`src/rtl/mux_rr_arbiter.sv`:
```
`default_nettype none
// ============================================================================
// Module      : mux_rr_arbiter
// Description : Round-robin arbiter sharing a 4-bit 2:1 nibble MUX between
//               requesters A and B. Drives the MUX select and registers the
//               selected nibble into a single valid/ready output slot.
//               A grant lasts up to MAX_BURST accepted beats.
// Revision    : 1.0 - initial release
// ============================================================================
module mux_rr_arbiter #(
    parameter int MAX_BURST = 4
) (
    input  logic       clk,
    input  logic       rst_n,
    input  logic       a_valid,
    input  logic [3:0] a_data,
    output logic       a_ready,
    input  logic       b_valid,
    input  logic [3:0] b_data,
    output logic       b_ready,
    output logic       mux_sel,
    output logic       out_valid,
    output logic [3:0] out_data,
    output logic       out_src,
    input  logic       out_ready
);

    typedef enum logic [1:0] {
        IDLE  = 2'd0,
        GNT_A = 2'd1,
        GNT_B = 2'd2
    } state_t;

    // Burst count value at which the next accepted beat ends the grant.
    localparam logic [3:0] c_last_beat = 4'(MAX_BURST - 1);

    // Requester encoding used by r_last and out_src: 1 = A, 0 = B.
    localparam logic c_req_a = 1'b1;
    localparam logic c_req_b = 1'b0;

    state_t     r_state;
    state_t     w_state_nxt;
    logic       r_last;
    logic       w_last_nxt;
    logic [3:0] r_burst_cnt;
    logic [3:0] w_burst_nxt;

    logic       r_out_valid;
    logic [3:0] r_out_data;
    logic       r_out_src;

    logic       w_slot_free;
    logic       w_accept;
    logic       w_cur_valid;
    logic       w_oth_valid;
    logic       w_release;
    logic [3:0] w_mux_data;

    assign w_slot_free = !r_out_valid || out_ready;
    assign mux_sel     = (r_state == GNT_A);
    assign a_ready     = (r_state == GNT_A) && w_slot_free;
    assign b_ready     = (r_state == GNT_B) && w_slot_free;
    assign w_accept    = (a_valid && a_ready) || (b_valid && b_ready);
    assign w_mux_data  = mux_sel ? a_data : b_data;

    // The granted side's valid and the waiting side's valid; only meaningful
    // in a grant state. Backpressure blocks accepts, so it also freezes the
    // burst count and suppresses burst-limit release without extra logic.
    assign w_cur_valid = mux_sel ? a_valid : b_valid;
    assign w_oth_valid = mux_sel ? b_valid : a_valid;
    assign w_release   = (w_accept && (r_burst_cnt == c_last_beat)) || !w_cur_valid;

    assign out_valid = r_out_valid;
    assign out_data  = r_out_data;
    assign out_src   = r_out_src;

    // Arbitration state register: state, last granted requester, burst count.
    always_ff @(posedge clk) begin
        if (!rst_n) begin
            r_state     <= IDLE;
            r_last      <= c_req_b;
            r_burst_cnt <= 4'd0;
        end else begin
            r_state     <= w_state_nxt;
            r_last      <= w_last_nxt;
            r_burst_cnt <= w_burst_nxt;
        end
    end

    // Next-state logic: tie-break on last in IDLE, direct handoff on release.
    always_comb begin
        w_state_nxt = r_state;
        w_last_nxt  = r_last;
        w_burst_nxt = r_burst_cnt;
        case (r_state)
            IDLE: begin
                if (a_valid && (!b_valid || (r_last == c_req_b))) begin
                    w_state_nxt = GNT_A;
                    w_last_nxt  = c_req_a;
                    w_burst_nxt = 4'd0;
                end else if (b_valid) begin
                    w_state_nxt = GNT_B;
                    w_last_nxt  = c_req_b;
                    w_burst_nxt = 4'd0;
                end
            end
            GNT_A, GNT_B: begin
                if (w_release) begin
                    w_burst_nxt = 4'd0;
                    if (w_oth_valid) begin
                        w_state_nxt = mux_sel ? GNT_B : GNT_A;
                        w_last_nxt  = mux_sel ? c_req_b : c_req_a;
                    end else begin
                        w_state_nxt = IDLE;
                    end
                end else if (w_accept) begin
                    w_burst_nxt = r_burst_cnt + 4'd1;
                end
            end
            default: begin
                w_state_nxt = IDLE;
                w_burst_nxt = 4'd0;
            end
        endcase
    end

    // Output slot: load on accept, empty on drain without a refill.
    always_ff @(posedge clk) begin
        if (!rst_n) begin
            r_out_valid <= 1'b0;
            r_out_data  <= 4'h0;
            r_out_src   <= 1'b0;
        end else if (w_accept) begin
            r_out_valid <= 1'b1;
            r_out_data  <= w_mux_data;
            r_out_src   <= mux_sel;
        end else if (out_ready) begin
            r_out_valid <= 1'b0;
        end
    end

endmodule
`default_nettype wire

```
`config.mk`:
```
export PLATFORM = sky130hd
export DESIGN_NAME = mux_rr_arbiter
export DESIGN_NICKNAME = d
export VERILOG_FILES = /design/src/rtl/mux_rr_arbiter.sv
export SDC_FILE = /design/constraint.sdc
export NUM_CORES = 1
export LEC_CHECK = 0
export BUFFER_PORTS_ARGS = -buffer_cell sky130_fd_sc_hd__clkbuf_2
export CAP_MARGIN = 0
export CELL_PAD_IN_SITES_DETAIL_PLACEMENT = 1
export CELL_PAD_IN_SITES_GLOBAL_PLACEMENT = 1
export CORE_ASPECT_RATIO = 0.75
export CORE_MARGIN = 5
export CORE_UTILIZATION = 37
export CTS_CLUSTER_DIAMETER = 40
export DETAILED_ROUTE_END_ITERATION = 6
export GPL_ROUTABILITY_DRIVEN = 0
export PLACE_DENSITY = 0.8
export SYNTH_ARGS = -nofsm -noshare
export SYNTH_HDL_FRONTEND = slang
export SYNTH_SLANG_ARGS = --single-unit
```
`constraint.sdc`:
```
create_clock -name clk -period 2.4 [get_ports clk]
set_input_delay 0.36 -clock clk [delete_from_list [all_inputs] [get_ports clk]]
set_output_delay 0.36 -clock clk [all_outputs]
set_load 0.01 [all_outputs]
```
== After elaboration in Yosys (flattened, before gate mapping) ==
Index checks and enable logic that the tools add are counted.
Widths: inputs -> output; s select.
Word-level totals
  ROM bits: 0
  input bits: 13
  register bits: 13
  memories: 0
  RAM bits: 0
  latch bits: 0
  word-level logic and storage cells: 57
Cells by class
  multipliers: 0
  div/mod/pow operators: 0
  eq/ne operators: 7
  shifts and indexed selects: 0
  multiplexer cells: 22
  add/subtract/negate cells: 1
  order comparisons: 0
  bitwise operators: 1
  reductions and logical operators: 20
Operators by type and width (count)
  $mux 4: 5
  $mux 2: 5
  $mux 1: 9
  $pmux 4 s2: 1
  $logic_and 1x1->1: 6
  $ne 3x3->1 const B: 2
  $add 4x1->4 const B: 1
  $eq 4x2->1 const B: 1
  $logic_or 1x1->1: 4
  $ne 2x2->1 const B: 2
  $pmux 2 s2: 1
  $reduce_and 2->1: 2
  $reduce_and 4->1: 1
  $reduce_bool 2->1: 2
  $logic_not 1->1: 3
  $eq 2x1->1 const B: 1
  $eq 2x2->1 const B: 1
  $logic_not 2->1: 1
  $pmux 1 s2: 1
  $reduce_or 2->1: 1
  $not 1->1: 1

== Depth between registers and ports, before layout ==
  word-level depth: 9
  depth in mapped cells: 7
  depth with buffers taken out: 6

== Least setup slack after synthesis ==
No wires, ideal clock.
  kind: reg-to-reg
  start point: reg r_state[1]
  end point: reg r_burst_cnt[3]
  stages on the path, launching flop included: 8
  path slack: 591 ps
  buffers on the path: 1
  data arrival time: 1739 ps
  path through: dfxtp_1 inv_1 ha_1 buf_6 mux2i_2 a211oi_2 or4_1 a21oi_1
On the way
  cells in the longest elaborated chain, start to end: 8
RTL lines
  start, declared: line 41  | state_t r_state;
  start signal, assigned: line 84  | r_state <= w_state_nxt;
  $eq 2x1->1 *: line 60  | assign mux_sel = (r_state == GNT_A);
  via mux_sel: line 21  | output logic mux_sel,
  $logic_and 1x1->1: line 61  | assign a_ready = (r_state == GNT_A) && w_slot_free;
  $logic_and 1x1->1: line 63  | assign w_accept = (a_valid && a_ready) || (b_valid && b_ready);
  $logic_or 1x1->1: line 63
  $logic_and 1x1->1: line 71  | assign w_release = (w_accept && (r_burst_cnt == c_last_beat)) || !w_cur_valid;
  $logic_or 1x1->1: line 71
  $mux 4 or $ne 3x3->1 (tied branches)
  $pmux 4 s2 or $reduce_and 2->1 (tied branches)
  end signal, assigned: line 86  | r_burst_cnt <= w_burst_nxt;
  end, declared: line 45  | logic [3:0] r_burst_cnt;
The timed path passes the listed nets; every way through them passes the cells marked *.
A chain may end at the register's enable or synchronous reset.

== Worst setup path in the final report ==
  start point: reg r_state[1]
  end point: reg r_burst_cnt[3]
On the way
  cells in the longest elaborated chain, start to end: 8
RTL lines (line)
  $eq 2x1->1 or $eq 2x2->1 (tied branches)
  $logic_and 1x1->1 (on tied branches): 61, 62
  $logic_and 1x1->1: 63
  $logic_or 1x1->1: 63
  $logic_and 1x1->1: 71
  $logic_or 1x1->1: 71
  $mux 4 or $ne 3x3->1 (tied branches)
  $pmux 4 s2 or $reduce_and 2->1 (tied branches)
Parallel ways exist; a longest one is shown, timed or not.

==> results.ini <==
[logic_synthesis]
netlist_area_um2 = 779.5
syn_area_per_cell_um2 = 9.064
synth_top_area_cell = dfxtp_1
synth_compound_area_share_pct = 26.00
synth_edf_count = 0
synth_nets = 104
syn_inst = 86
synthMuxAreaShare_pct = 6.902
synth_top_cell_area_share_pct = 33.39
synth_top_family_by_area = compound AO/OA/AOI/OAI gates
synth-xor-area-share_pct = 0
ys_ff_latch = 13
async_flop_share_pct = 0
ys.warnings.count = 0
synthSimpleGateAreaFrac_pct = 19.74
synth.area.top_cells = dfxtp_1 33%, ha_1 8.0%, mux2i_1 5.1%, a21oi_1 4.5%, nand3_1 3.9%
ys_seq_area_share_pct = 33.39
synth_ff_type = dfxtp_1
yosys.cell_types.count = 36
synthAdderAreaFrac_pct = 8.026

[setup_path]
critPathCaptureType = flip-flop
path_class = reg2reg
worstSetupStartpointType = flip-flop
required_ns = 2.61
cp_slowest_stage_delay_ns = 0.49
slowest_stage = or4_1
crit_chain = inv_1 > ha_1 > mux2i_2 > a211oi_2 > or4_1 > a21oi_1
cp.arrival_ns = 2.15
path_max_fanout = 8

[timing]
setup_violations = 0
drv_slew = 0
tightest_slew_ns = 0.4705
final_hold_viol_count = 0
tns_ns = 0
relSlewSlack_pct = 68.57
skew_ns = 0.006053
final.setup.worst_slack_ns = 0.4636
finalCritPeriodShare_pct = 80.68
min_period_ns = 1.936
grt_setup_unrepaired = no
max_clock_freq_ghz = 0.5164

[clock_network]
htree_levels = 1
cts_inserted_buffers = 3
insertion_delay_ns = 0.28
cts_resized = 0
cts_hold_buf = 0
max-clock-path-buffers = 2
cts_root_buf = clkbuf_4
cts.sinks = 13
cts.clk_slew.worst_paths_ns = 0.09
cts_tree = done
cts_setup_buffers = 0

[global_route]
grt_usage_pct = 15.29
grt_pass1_vias = 813
antenna_found_initial = 0
gr-total-overflow = 0
grt_pass1_wl_um = 3801
grt_max_degree = 11

[pwr]
p_leak_nw = 0.3886
worst_ir_drop_vdd_mv = 0.5197
p_total_uw = 861.8
power_density_nw_per_um2 = 924.5

[route]
routedWlPerCell_um = 16.31
drt-total-wl_um = 2185
vias = 746
ant_nets = 0
drt_iter0_markers = 10
drc = 0
via_per_inst = 5.567
first_pass_iters = 3

[job]
maxCapViolations = 0

[finish]
diodes = 0
areaGrowthSynthToFinish_pct = 19.58
finalInstanceArea_um2 = 932.1
drive_above_1_share_pct = 28.18
fin_util_pct = 46.27
nets = 129

[min_path]
hold_path.class = in2reg

[die]
core_area_um2 = 2014
num_rows = 14
pin_count = 22
die_h_um = 49.75
die_x_um = 63
fp.dieArea_um2 = 3134
start_util_pct = 38.70

[placed_design]
place_ws_ns = 0.4749
portBuffers = 21
placed_area_um2 = 905.9
hpwlAfterDp_um = 1793

[status]
status = finished clean

-- final cells by class --
class,instances,area [um^2]
fill,250,1082
clock buffer,4,26.28
timing repair buffer,22,112.6
sequential,13,260.3
inverter,8,30.03
multi-input combinational,63,473.0
tap,24,30.03
-- power breakdown --
part           internal [mW]  switching, mW  total [mW]
sequential             0.263         0.0315       0.295
combinational          0.186          0.241       0.426
clock                 0.0645         0.0761       0.141
total                  0.514          0.348       0.862
-- metrics by stage --
| stage | instances | hold slack (ns) |
|---|---|---|
| 2_1_floorplan | 86 | 0.4505 |
| 5_1_grt | 134 | 0.3295 |
| 3_5_place_dp | 130 | 0.4907 |
| 6_report | 134 | 0.3253 |
| 4_1_cts | 134 | 0.3196 |
| 3_3_place_gp | 130 | 0.4629 |
-- state kept, by name, summed over array words and instances (netlist names) --
signal / cells
r_last: 1
out_valid: 1
r_burst_cnt: 4
out_data: 4
r_state: 2
out_src: 1
-- cell usage after synthesis (2+ instances only) --
cell type and number:
dfxtp_1 13, a21oi_1 7, inv_1 7, nand3_1 6, ha_1 5, nor2_1 5, a211oi_1 4, mux2i_1 4
and2_1 3, nand2_1 3, o21ai_0 2, o31ai_1 2, or4_1 2
-- kinds of logic after synthesis --
family / Yosys count
AOI/OAI and AO/OA: 27
adders and majority gates: 5
buffers and inverters: 10
DFF: 13
muxes: 5
and+or+nand+nor: 26
-- worst paths after layout --
kind,startpoint,endpoint,slack [ns],cells after the start
worst min-delay path,rst_n,r_last,0.33,2
worst min register to register,r_burst_cnt[3],r_burst_cnt[3],0.50,2
worst max-delay path,r_state[1],r_burst_cnt[3],0.46,6
worst max register to register,r_state[1],r_burst_cnt[3],0.46,6
-- critical path: cells and delay by family, from the launching register on --
kind                     cells  cell delay, ns
AO/OA/AOI/OAI                2            0.29
multiplexers                 1            0.33
flip-flops                   1            0.35
adder cells (fa/ha/maj)      1            0.32
buffers and inverters        1            0.08
AND/OR/NAND/NOR              1            0.49
-- per-layer routing --
layer | vias up | GRT usage [%] | wire (um)
li1 | 370 | - | -
met1 | 352 | 17.30 | 939
met2 | 22 | 26.79 | 1093
met3 | 2 | 5.909 | 129
met4 | 0 | 3.887 | 21
met5 | - | 0 | 0
-- layout by cell type (no fill, tap or decap), types with 2 or more instances in the layout --
cell type	count
clkbuf_2	21
dfxtp_1	13
inv_1	7
a21oi_1	7
nand3_1	6
nor2_1	5
ha_1	5
mux2i_1	4
a211oi_1	4
and2_1	3
nand2_1	3
clkbuf_4	3
o31ai_1	2
or4_1	2
o21ai_0	2
Note: power is estimated with default switching activity, not from simulation.
